===== src/rtl/seq_divider_if.sv =====
// Handshake and data bundle for the sequential restoring divider.
// The master issues start with operands; the slave returns results and status.
interface seq_divider_if #(
  parameter int DW = 16,
  parameter int VW = 8
);
  logic          start;
  logic [DW-1:0] dividend;
  logic [VW-1:0] divisor;
  logic [DW-1:0] quotient;
  logic [VW-1:0] remainder;
  logic          busy;
  logic          done;
  logic          div_by_zero;

  modport master (
    output start, dividend, divisor,
    input  quotient, remainder, busy, done, div_by_zero
  );

  modport slave (
    input  start, dividend, divisor,
    output quotient, remainder, busy, done, div_by_zero
  );
endinterface


===== src/rtl/seq_divider.sv =====
// Sequential restoring divider: one quotient bit per clock, DW iterations.
// Results are registered and held until the next completion.
//
// state  | meaning
// -------+---------------------------------------------------------------
// S_IDLE | after reset, waiting for start
// S_RUN  | iterating; busy=1, cnt counts DW down to 0
// S_DONE | result valid (done=1); a new start restarts. With pend_q set,
//        | a zero divisor was just accepted and results publish next edge
module seq_divider #(
  parameter int DW = 16,
  parameter int VW = 8
) (
  input logic          clk,
  input logic          rst,
  seq_divider_if.slave bus
);

  localparam int CW = $clog2(DW + 1);

  typedef enum logic [1:0] {
    S_IDLE = 2'd0,
    S_RUN  = 2'd1,
    S_DONE = 2'd2
  } state_t;

  state_t        state_q;
  logic [DW-1:0] dq_q;
  logic [VW-1:0] dv_q;
  logic [VW-1:0] rem_q;
  logic [CW-1:0] cnt_q;
  logic          pend_q;
  logic [DW-1:0] quot_q;
  logic [VW-1:0] remo_q;
  logic          busy_q;
  logic          done_q;
  logic          dbz_q;

  logic [VW:0]   t_d;
  logic          ge_d;
  logic [VW-1:0] rem_d;
  logic [DW-1:0] dq_d;
  logic [CW-1:0] cnt_d;

  // One restoring step. The partial remainder is always < dv, so after a
  // successful subtract the result fits in VW bits; the wrap of the VW-bit
  // subtraction therefore yields the exact value.
  always_comb begin
    t_d   = {rem_q, dq_q[DW-1]};
    ge_d  = (t_d >= {1'b0, dv_q});
    rem_d = ge_d ? (t_d[VW-1:0] - dv_q) : t_d[VW-1:0];
    dq_d  = {dq_q[DW-2:0], ge_d};
    cnt_d = cnt_q - CW'(1);
  end

  // Control FSM with datapath registers and registered outputs.
  always_ff @(posedge clk or posedge rst) begin
    if (rst) begin
      state_q <= S_IDLE;
      dq_q    <= '0;
      dv_q    <= '0;
      rem_q   <= '0;
      cnt_q   <= '0;
      pend_q  <= 1'b0;
      quot_q  <= '0;
      remo_q  <= '0;
      busy_q  <= 1'b0;
      done_q  <= 1'b0;
      dbz_q   <= 1'b0;
    end else begin
      case (state_q)
        S_IDLE, S_DONE: begin
          if (pend_q) begin
            // zero divisor accepted last edge: publish the fixed result
            pend_q <= 1'b0;
            quot_q <= '1;
            remo_q <= '0;
            dbz_q  <= 1'b1;
            done_q <= 1'b1;
          end else if (bus.start) begin
            dq_q   <= bus.dividend;
            dv_q   <= bus.divisor;
            rem_q  <= '0;
            cnt_q  <= CW'(DW);
            done_q <= 1'b0;
            dbz_q  <= 1'b0;
            if (bus.divisor != '0) begin
              busy_q  <= 1'b1;
              state_q <= S_RUN;
            end else begin
              pend_q  <= 1'b1;
              state_q <= S_DONE;
            end
          end
        end
        S_RUN: begin
          dq_q  <= dq_d;
          rem_q <= rem_d;
          cnt_q <= cnt_d;
          if (cnt_q == CW'(1)) begin
            quot_q  <= dq_d;
            remo_q  <= rem_d;
            busy_q  <= 1'b0;
            done_q  <= 1'b1;
            state_q <= S_DONE;
          end
        end
        default: state_q <= S_IDLE;
      endcase
    end
  end

  assign bus.quotient    = quot_q;
  assign bus.remainder   = remo_q;
  assign bus.busy        = busy_q;
  assign bus.done        = done_q;
  assign bus.div_by_zero = dbz_q;

endmodule


===== src/flat_wrapper.sv =====
// flat-port wrapper written by rule: the top's interface ports become plain ports
module seq_divider_flat 
#(
  parameter int DW = 16,
  parameter int VW = 8
)
  (clk, rst, bus_start, bus_dividend, bus_divisor, bus_quotient, bus_remainder, bus_busy, bus_done, bus_div_by_zero);
  seq_divider_if #(.DW(DW), .VW(VW)) bus_i ();
  input logic clk;
  input logic rst;
  input wire logic [$bits(bus_i.start)-1:0] bus_start;
  input wire logic [$bits(bus_i.dividend)-1:0] bus_dividend;
  input wire logic [$bits(bus_i.divisor)-1:0] bus_divisor;
  output wire logic [$bits(bus_i.quotient)-1:0] bus_quotient;
  output wire logic [$bits(bus_i.remainder)-1:0] bus_remainder;
  output wire logic [$bits(bus_i.busy)-1:0] bus_busy;
  output wire logic [$bits(bus_i.done)-1:0] bus_done;
  output wire logic [$bits(bus_i.div_by_zero)-1:0] bus_div_by_zero;
  assign bus_i.start = bus_start;
  assign bus_i.dividend = bus_dividend;
  assign bus_i.divisor = bus_divisor;
  assign bus_quotient = bus_i.quotient;
  assign bus_remainder = bus_i.remainder;
  assign bus_busy = bus_i.busy;
  assign bus_done = bus_i.done;
  assign bus_div_by_zero = bus_i.div_by_zero;
  seq_divider #(.DW(DW), .VW(VW)) u_core (.clk(clk), .rst(rst), .bus(bus_i));
endmodule

===== config.mk =====
export PLATFORM = sky130hd
export DESIGN_NAME = seq_divider_flat
export DESIGN_NICKNAME = d
export VERILOG_FILES = /design/src/rtl/seq_divider_if.sv /design/src/rtl/seq_divider.sv /design/src/flat_wrapper.sv
export SDC_FILE = /design/constraint.sdc
export NUM_CORES = 1
export LEC_CHECK = 0
export ABC_AREA = 1
export CORE_MARGIN = 4
export CORE_UTILIZATION = 32
export CTS_CLUSTER_DIAMETER = 60
export DETAILED_ROUTE_END_ITERATION = 8
export DONT_BUFFER_PORTS = 1
export GPL_ROUTABILITY_DRIVEN = 0
export GPL_TIMING_DRIVEN = 0
export PLACE_DENSITY = 0.48
export REMOVE_ABC_BUFFERS = 1
export SYNTH_ARGS = -nofsm -noshare
export SYNTH_HDL_FRONTEND = slang
export SYNTH_SLANG_ARGS = --single-unit

===== constraint.sdc =====
create_clock -name clk -period 3.7 [get_ports clk]
set_clock_uncertainty 0.1 [all_clocks]
set_input_delay 1.11 -clock clk [delete_from_list [all_inputs] [get_ports clk]]
set_output_delay 1.11 -clock clk [all_outputs]
set_load 0.05 [all_outputs]

* Word-level counts from Yosys, hierarchy flattened *
Index checks and enable logic that the tools add are counted.

cells by class
  $add $sub $neg = 2
  $mul = 0
  div/mod/pow operators = 0
  order comparisons = 1
  equal/unequal tests = 9
  shifts and indexed selects = 0
  mux-type cells = 33
  bitwise logic cells = 1
  reduce and logical (&&, ||, !) cells = 12

operator list
  kind                   count
  $mux W16               4
  $pmux W16 S2           2
  $mux W8                5
  $pmux W8 S2            2
  $reduce_and A3 Y1      5
  $mux W1                10
  $mux W5                2
  $pmux W5 S2            1
  $ge A9 B8 Y1           1
  $mux W2                4
  $reduce_bool A8 Y1     1
  $sub A8 B8 Y8          1
  $ne A2 B1 Y1 const B   3
  $eq A5 B1 Y1 const B   1
  $reduce_and A5 Y1      1
  $sub A5 B1 Y5 const B  1
  $ne A2 B2 Y1 const B   2
  $pmux W1 S2            2
  $pmux W2 S2            1
  $reduce_bool A2 Y1     2
  $ne A3 B2 Y1 const B   1
  $eq A2 B1 Y1 const B   1
  $eq A2 B2 Y1 const B   1
  $logic_not A2 Y1       1
  3 further kinds        3

storage, ports and cells
  flip-flop bits (word level) = 67
  bits in latches = 0
  RAM bits = 0
  ROM bits = 0
  input port bits = 27
  output and inout bits = 27
  logic and storage cells = 69
  memories = 0

* Depth between registers and ports, before layout *
  word-level depth = 5
  gate-level depth with buffers = 14
  depth with buffers taken out = 14

* Least setup slack after synthesis *
Ideal clock, no wire load.

  kind = input -> register
  start point = input bus_start
  end point = register u_core.dq_q[4]
  setup time = 0.094 ns
  data arrival time = 1.801 ns
  data required time = 3.506 ns
  path slack = 1.705 ns
  stages on the path = 5
  path buffers = 1
  cells stage by stage = nand2_2 nor2_8 nor2_4 buf_2 a221oi_2

on the way
  word-level cells in the longest chain between the ends = 2

ends and longest elaborated chain
  element                      RTL line            text
  start: declaration           flat_wrapper.sv:11  input wire logic [$bits(bus_i.start)-1:0] bus_start;
  $ne A2 B2 Y1 (no line)       -
  $reduce_and A3 Y1 (no line)  -
  end signal: assignment       seq_divider.sv:81   dq_q <= bus.dividend;
  end signal: assignment       seq_divider.sv:97   dq_q <= dq_d;
  end: declaration             seq_divider.sv:28   logic [DW-1:0] dq_q;

Every way passes these cells.
A chain may end at the register's enable or synchronous reset.

* Final worst setup path *
  start point = register u_core.cnt_q[2]
  end point = register u_core.done_q (netlist: u_core.bus.done)

on the way
  word-level cells in the longest chain between the ends = 3

ends and longest elaborated chain
  element                      RTL line            text
  start: declaration           seq_divider.sv:31   logic [CW-1:0] cnt_q;
  start signal: assignment     seq_divider.sv:84   cnt_q <= CW'(DW);
  start signal: assignment     seq_divider.sv:99   cnt_q <= cnt_d;
  $eq A5 B1 Y1                 seq_divider.sv:100  if (cnt_q == CW'(1)) begin
  $ne A2 B1 Y1 (no line)       -
  $reduce_and A3 Y1 (no line)  -
  end signal: assignment       seq_divider.sv:79   done_q <= 1'b1;
  end signal: assignment       seq_divider.sv:85   done_q <= 1'b0;
  end signal: assignment       seq_divider.sv:104  done_q <= 1'b1;
  end: declaration             seq_divider.sv:36   logic done_q;

Every way passes these cells.

==> results.cfg <==
[logic_synthesis]
synth-main-ff-cell = sky130_fd_sc_hd__dfrtp_1
synth-compound-area-share = 0.108
synth_enable_flop_cells = 0
post_synth_xor_area_fraction = 0.00983
post_synth_and_or_nand_nor_area_fraction = 0.276
ys_ff_latch = 67
area_share_of_the_largest_cell_type_after_synthesis = 0.470
largest_family_of_logic_cells_by_synthesized_area = simple AND/OR/NAND/NOR gates
post_synth_fa_ha_maj_area_fraction = 0.0407
synthesis.instances = 408
ys_warn_count = 0
synthTopCellsByArea = sky130_fd_sc_hd__dfrtp_1 47%, sky130_fd_sc_hd__nand2_1 10%, sky130_fd_sc_hd__inv_1 5.6%, sky130_fd_sc_hd__nand3_2 4.2%, sky130_fd_sc_hd__ha_1 3.5%
post_synth_mux_area_share = 0
post_synthesis_sequential_area_ratio = 0.470
post_synth_num_cell_types = 34
ys_async_sr_fraction = 1.00
synth.avg_cell_area_um2 = 8.74
synth_cell_area_um2 = 3560
netlist.top_cell.by_area = sky130_fd_sc_hd__dfrtp_1

[timing]
finalSetupViolCount = 0
final-hold-violation-count = 0
rsz_0062_raised_after_global_routing = no
worst_hold_slack_ns = 0.389
layout_worst_path_cycle_share = 0.604
final.setup.tns_ns = 0
period_needed_ns = 2.24
tightest_slew_ns = 0.838
final_critical_path_setup_slack_ns = 1.46
slew_violations = 0
clock.fmax_mhz = 447
slew_headroom = 0.442

[pwr]
pwr-share-clk = 0.151
intPower_mw = 2.03
total_leakage_power_nw = 1.83
power_dens_cells_nw_per_um2 = 1070
switching_power_mw = 2.10
ir_worst_vdd_mv = 0.333
power_mw = 4.13
power_frac_comb = 0.473
swShare = 0.509
power_frac_seq = 0.377

[layout]
fin_cells = 548
nets = 441
final_area_um2 = 3860
areaGrowthSynthToFinish_pct = 8.39
antenna_cells = 0
layout_commonest_cell = sky130_fd_sc_hd__nand2_1
drive_gt1_frac = 0.154
postLayoutCoreUtil = 0.355
final_cell_mix = 98 x sky130_fd_sc_hd__nand2_1, 67 x sky130_fd_sc_hd__dfrtp_1, 52 x sky130_fd_sc_hd__inv_1

[critical_path]
worst_path_dominant_cell_family = simple AND/OR/NAND/NOR gates
regToRegStartpoint = u_core.cnt_q[2]
worst_ep_required_time_ns = 3.82
reg2reg_to = u_core.bus.done
critical_path.cell_chain = nor2_1 -> nand4_1 -> nand2_2 -> inv_1 -> nand3_1 -> nand2_1
crit_type = flip-flop to flip-flop
worst_r2r_path_depth = 6
cp-start-kind = flip-flop
cp.arrival_ns = 2.36
worst_path_buffer_plus_inverter_count = 1
end_kind = flip-flop
setup_slack_on_the_worst_flop_to_flop_path_ns = 1.46
worst_path_max_delay_cell = sky130_fd_sc_hd__nand2_2
timing.critical_path.slowest_cell_delay_ns = 0.61
path_max_fanout = 40

[global_routing]
grt_pass1_wl_mm = 13.6
overflow = 0
grt_pass1_vias = 2692
global_route.usage.total = 0.132
antenna_found_initial = 0
grt_max_degree = 68

[drt]
drc = 0
vias = 2590
detail_route.wl_per_cell_um = 14.5
routed_wl_mm = 7.94
drt-vias-per-instance = 4.73
drt_pre_antenna_iters = 4
drt_iter0_drc = 276
ant_nets = 0

[cts]
worstSkewPairLatency_ns = 0.35
cts_max_path_buffers = 2
post-cts-setup-buffers = 0
cts_resized = 0
cts.root.buffer_cell = sky130_fd_sc_hd__clkbuf_8
clock_sink_count = 67
tritoncts.num_buffers = 9
clkTransAtPathRegs_ns = 0.08
postCtsHoldBufs = 0
h-tree-depth = 3
cts_tree = done

[die]
initial_utilization = 0.327
core-area_um2 = 10900
row_count = 38
dieArea_um2 = 12900
ioPinCount = 54
floorplan.die.height_um = 114
die-width_um = 114

[placement]
dp_hpwl_mm = 5.52
dp.cells = 532
dpl-instance-area_um2 = 3660
placement.setup.worst_slack_ns = 1.10
place.port_buffers = 0

[hold_path]
min-delay-path-class = flip-flop to flip-flop
worst_hold_path_ep = u_core.cnt_q[4]
timing.hold.worst.start = u_core.cnt_q[4]
worst_hold_path.num_cells = 2

[job]
cap_violations = 0

[status]
run_status = finished clean
synth_stat cells, types with 4 or more instances:
library cell and number:
sky130_fd_sc_hd__nor3_1 15, sky130_fd_sc_hd__ha_1 10, sky130_fd_sc_hd__o21ai_0 10, sky130_fd_sc_hd__buf_6 4, sky130_fd_sc_hd__nand2_1 99, sky130_fd_sc_hd__a31oi_1 16
sky130_fd_sc_hd__nor2_1 31, sky130_fd_sc_hd__a21oi_1 4, sky130_fd_sc_hd__a221oi_2 4, sky130_fd_sc_hd__nand3_2 15, sky130_fd_sc_hd__buf_4 6, sky130_fd_sc_hd__inv_1 53
sky130_fd_sc_hd__dfrtp_1 67, sky130_fd_sc_hd__a221oi_1 11, sky130_fd_sc_hd__nand3_1 14, sky130_fd_sc_hd__buf_2 8, sky130_fd_sc_hd__nand2_2 12
worst max path at each step:
stage,start,endpoint,slack [ns],cells after the start
after detailed placement,bus_start,u_core.dq_q[0],1.10,5
final,u_core.cnt_q[2],u_core.bus.done,1.46,6
after CTS,u_core.cnt_q[2],u_core.bus.done,1.38,6
after global routing,u_core.cnt_q[2],u_core.bus.remainder[7],1.17,6
after global placement,u_core.state_q[0],u_core.bus.done,-0.44,7
after floorplan,u_core.state_q[0],u_core.bus.done,0.71,7
layout make-up:
cell class / count / area (um2)
clock buffers: 9 / 124
clock inverters: 7 / 77.6
fillers: 1114 / 7020
inverters: 56 / 213
multi-input cells: 267 / 1550
flip-flops and latches: 67 / 1680
well taps: 140 / 175
repair buffers: 2 / 47.5
metal layers:
| layer | part of all wire | GRT usage | vias up |
|---|---|---|---|
| li1 | - | - | 1323 |
| met1 | 0.46 | 0.175 | 1203 |
| met2 | 0.45 | 0.203 | 56 |
| met3 | 0.069 | 0.0435 | 8 |
| met4 | 0.015 | 0.0441 | 0 |
| met5 | 0 | 0 | - |
state kept, by name, indices dropped and copies added, names as in the netlist, 2 cells and up:
register / flops
u_core.cnt_q: 5
u_core.bus.remainder: 8
u_core.state_q: 2
u_core.dv_q: 8
u_core.bus.quotient: 16
u_core.rem_q: 8
u_core.dq_q: 16
worst register-to-register path, stage by stage (launching register included):
cell and delay, ns:
sky130_fd_sc_hd__dfrtp_1 0.41, sky130_fd_sc_hd__nor2_1 0.22, sky130_fd_sc_hd__nand4_1 0.14, sky130_fd_sc_hd__nand2_2 0.61
sky130_fd_sc_hd__inv_1 0.42, sky130_fd_sc_hd__nand3_1 0.16, sky130_fd_sc_hd__nand2_1 0.06
cell families (layout without fill, tap and decap cells):
family,after synthesis,in the layout
adder cells (fa/ha/maj),11,11
buffers and inverters,74,74
flip-flops,67,67
AO/OA/AOI/OAI,54,54
XOR/XNOR,4,4
AND/OR/NAND/NOR,198,198
power groups by stage:
| stage | clock [mW] | combinational, mW | sequential (mW) |
|---|---|---|---|
| 6_report | 0.624 | 1.95 | 1.56 |
| 5_1_grt | 0.682 | 2.23 | 1.60 |
| 4_1_cts | 0.655 | 1.98 | 1.56 |
| 3_5_place_dp | 0 | 1.97 | 1.58 |
| 3_3_place_gp | 0 | 1.89 | 1.58 |
| 2_1_floorplan | 0 | 1.53 | 1.53 |
Power figures use the tool's default switching activity.
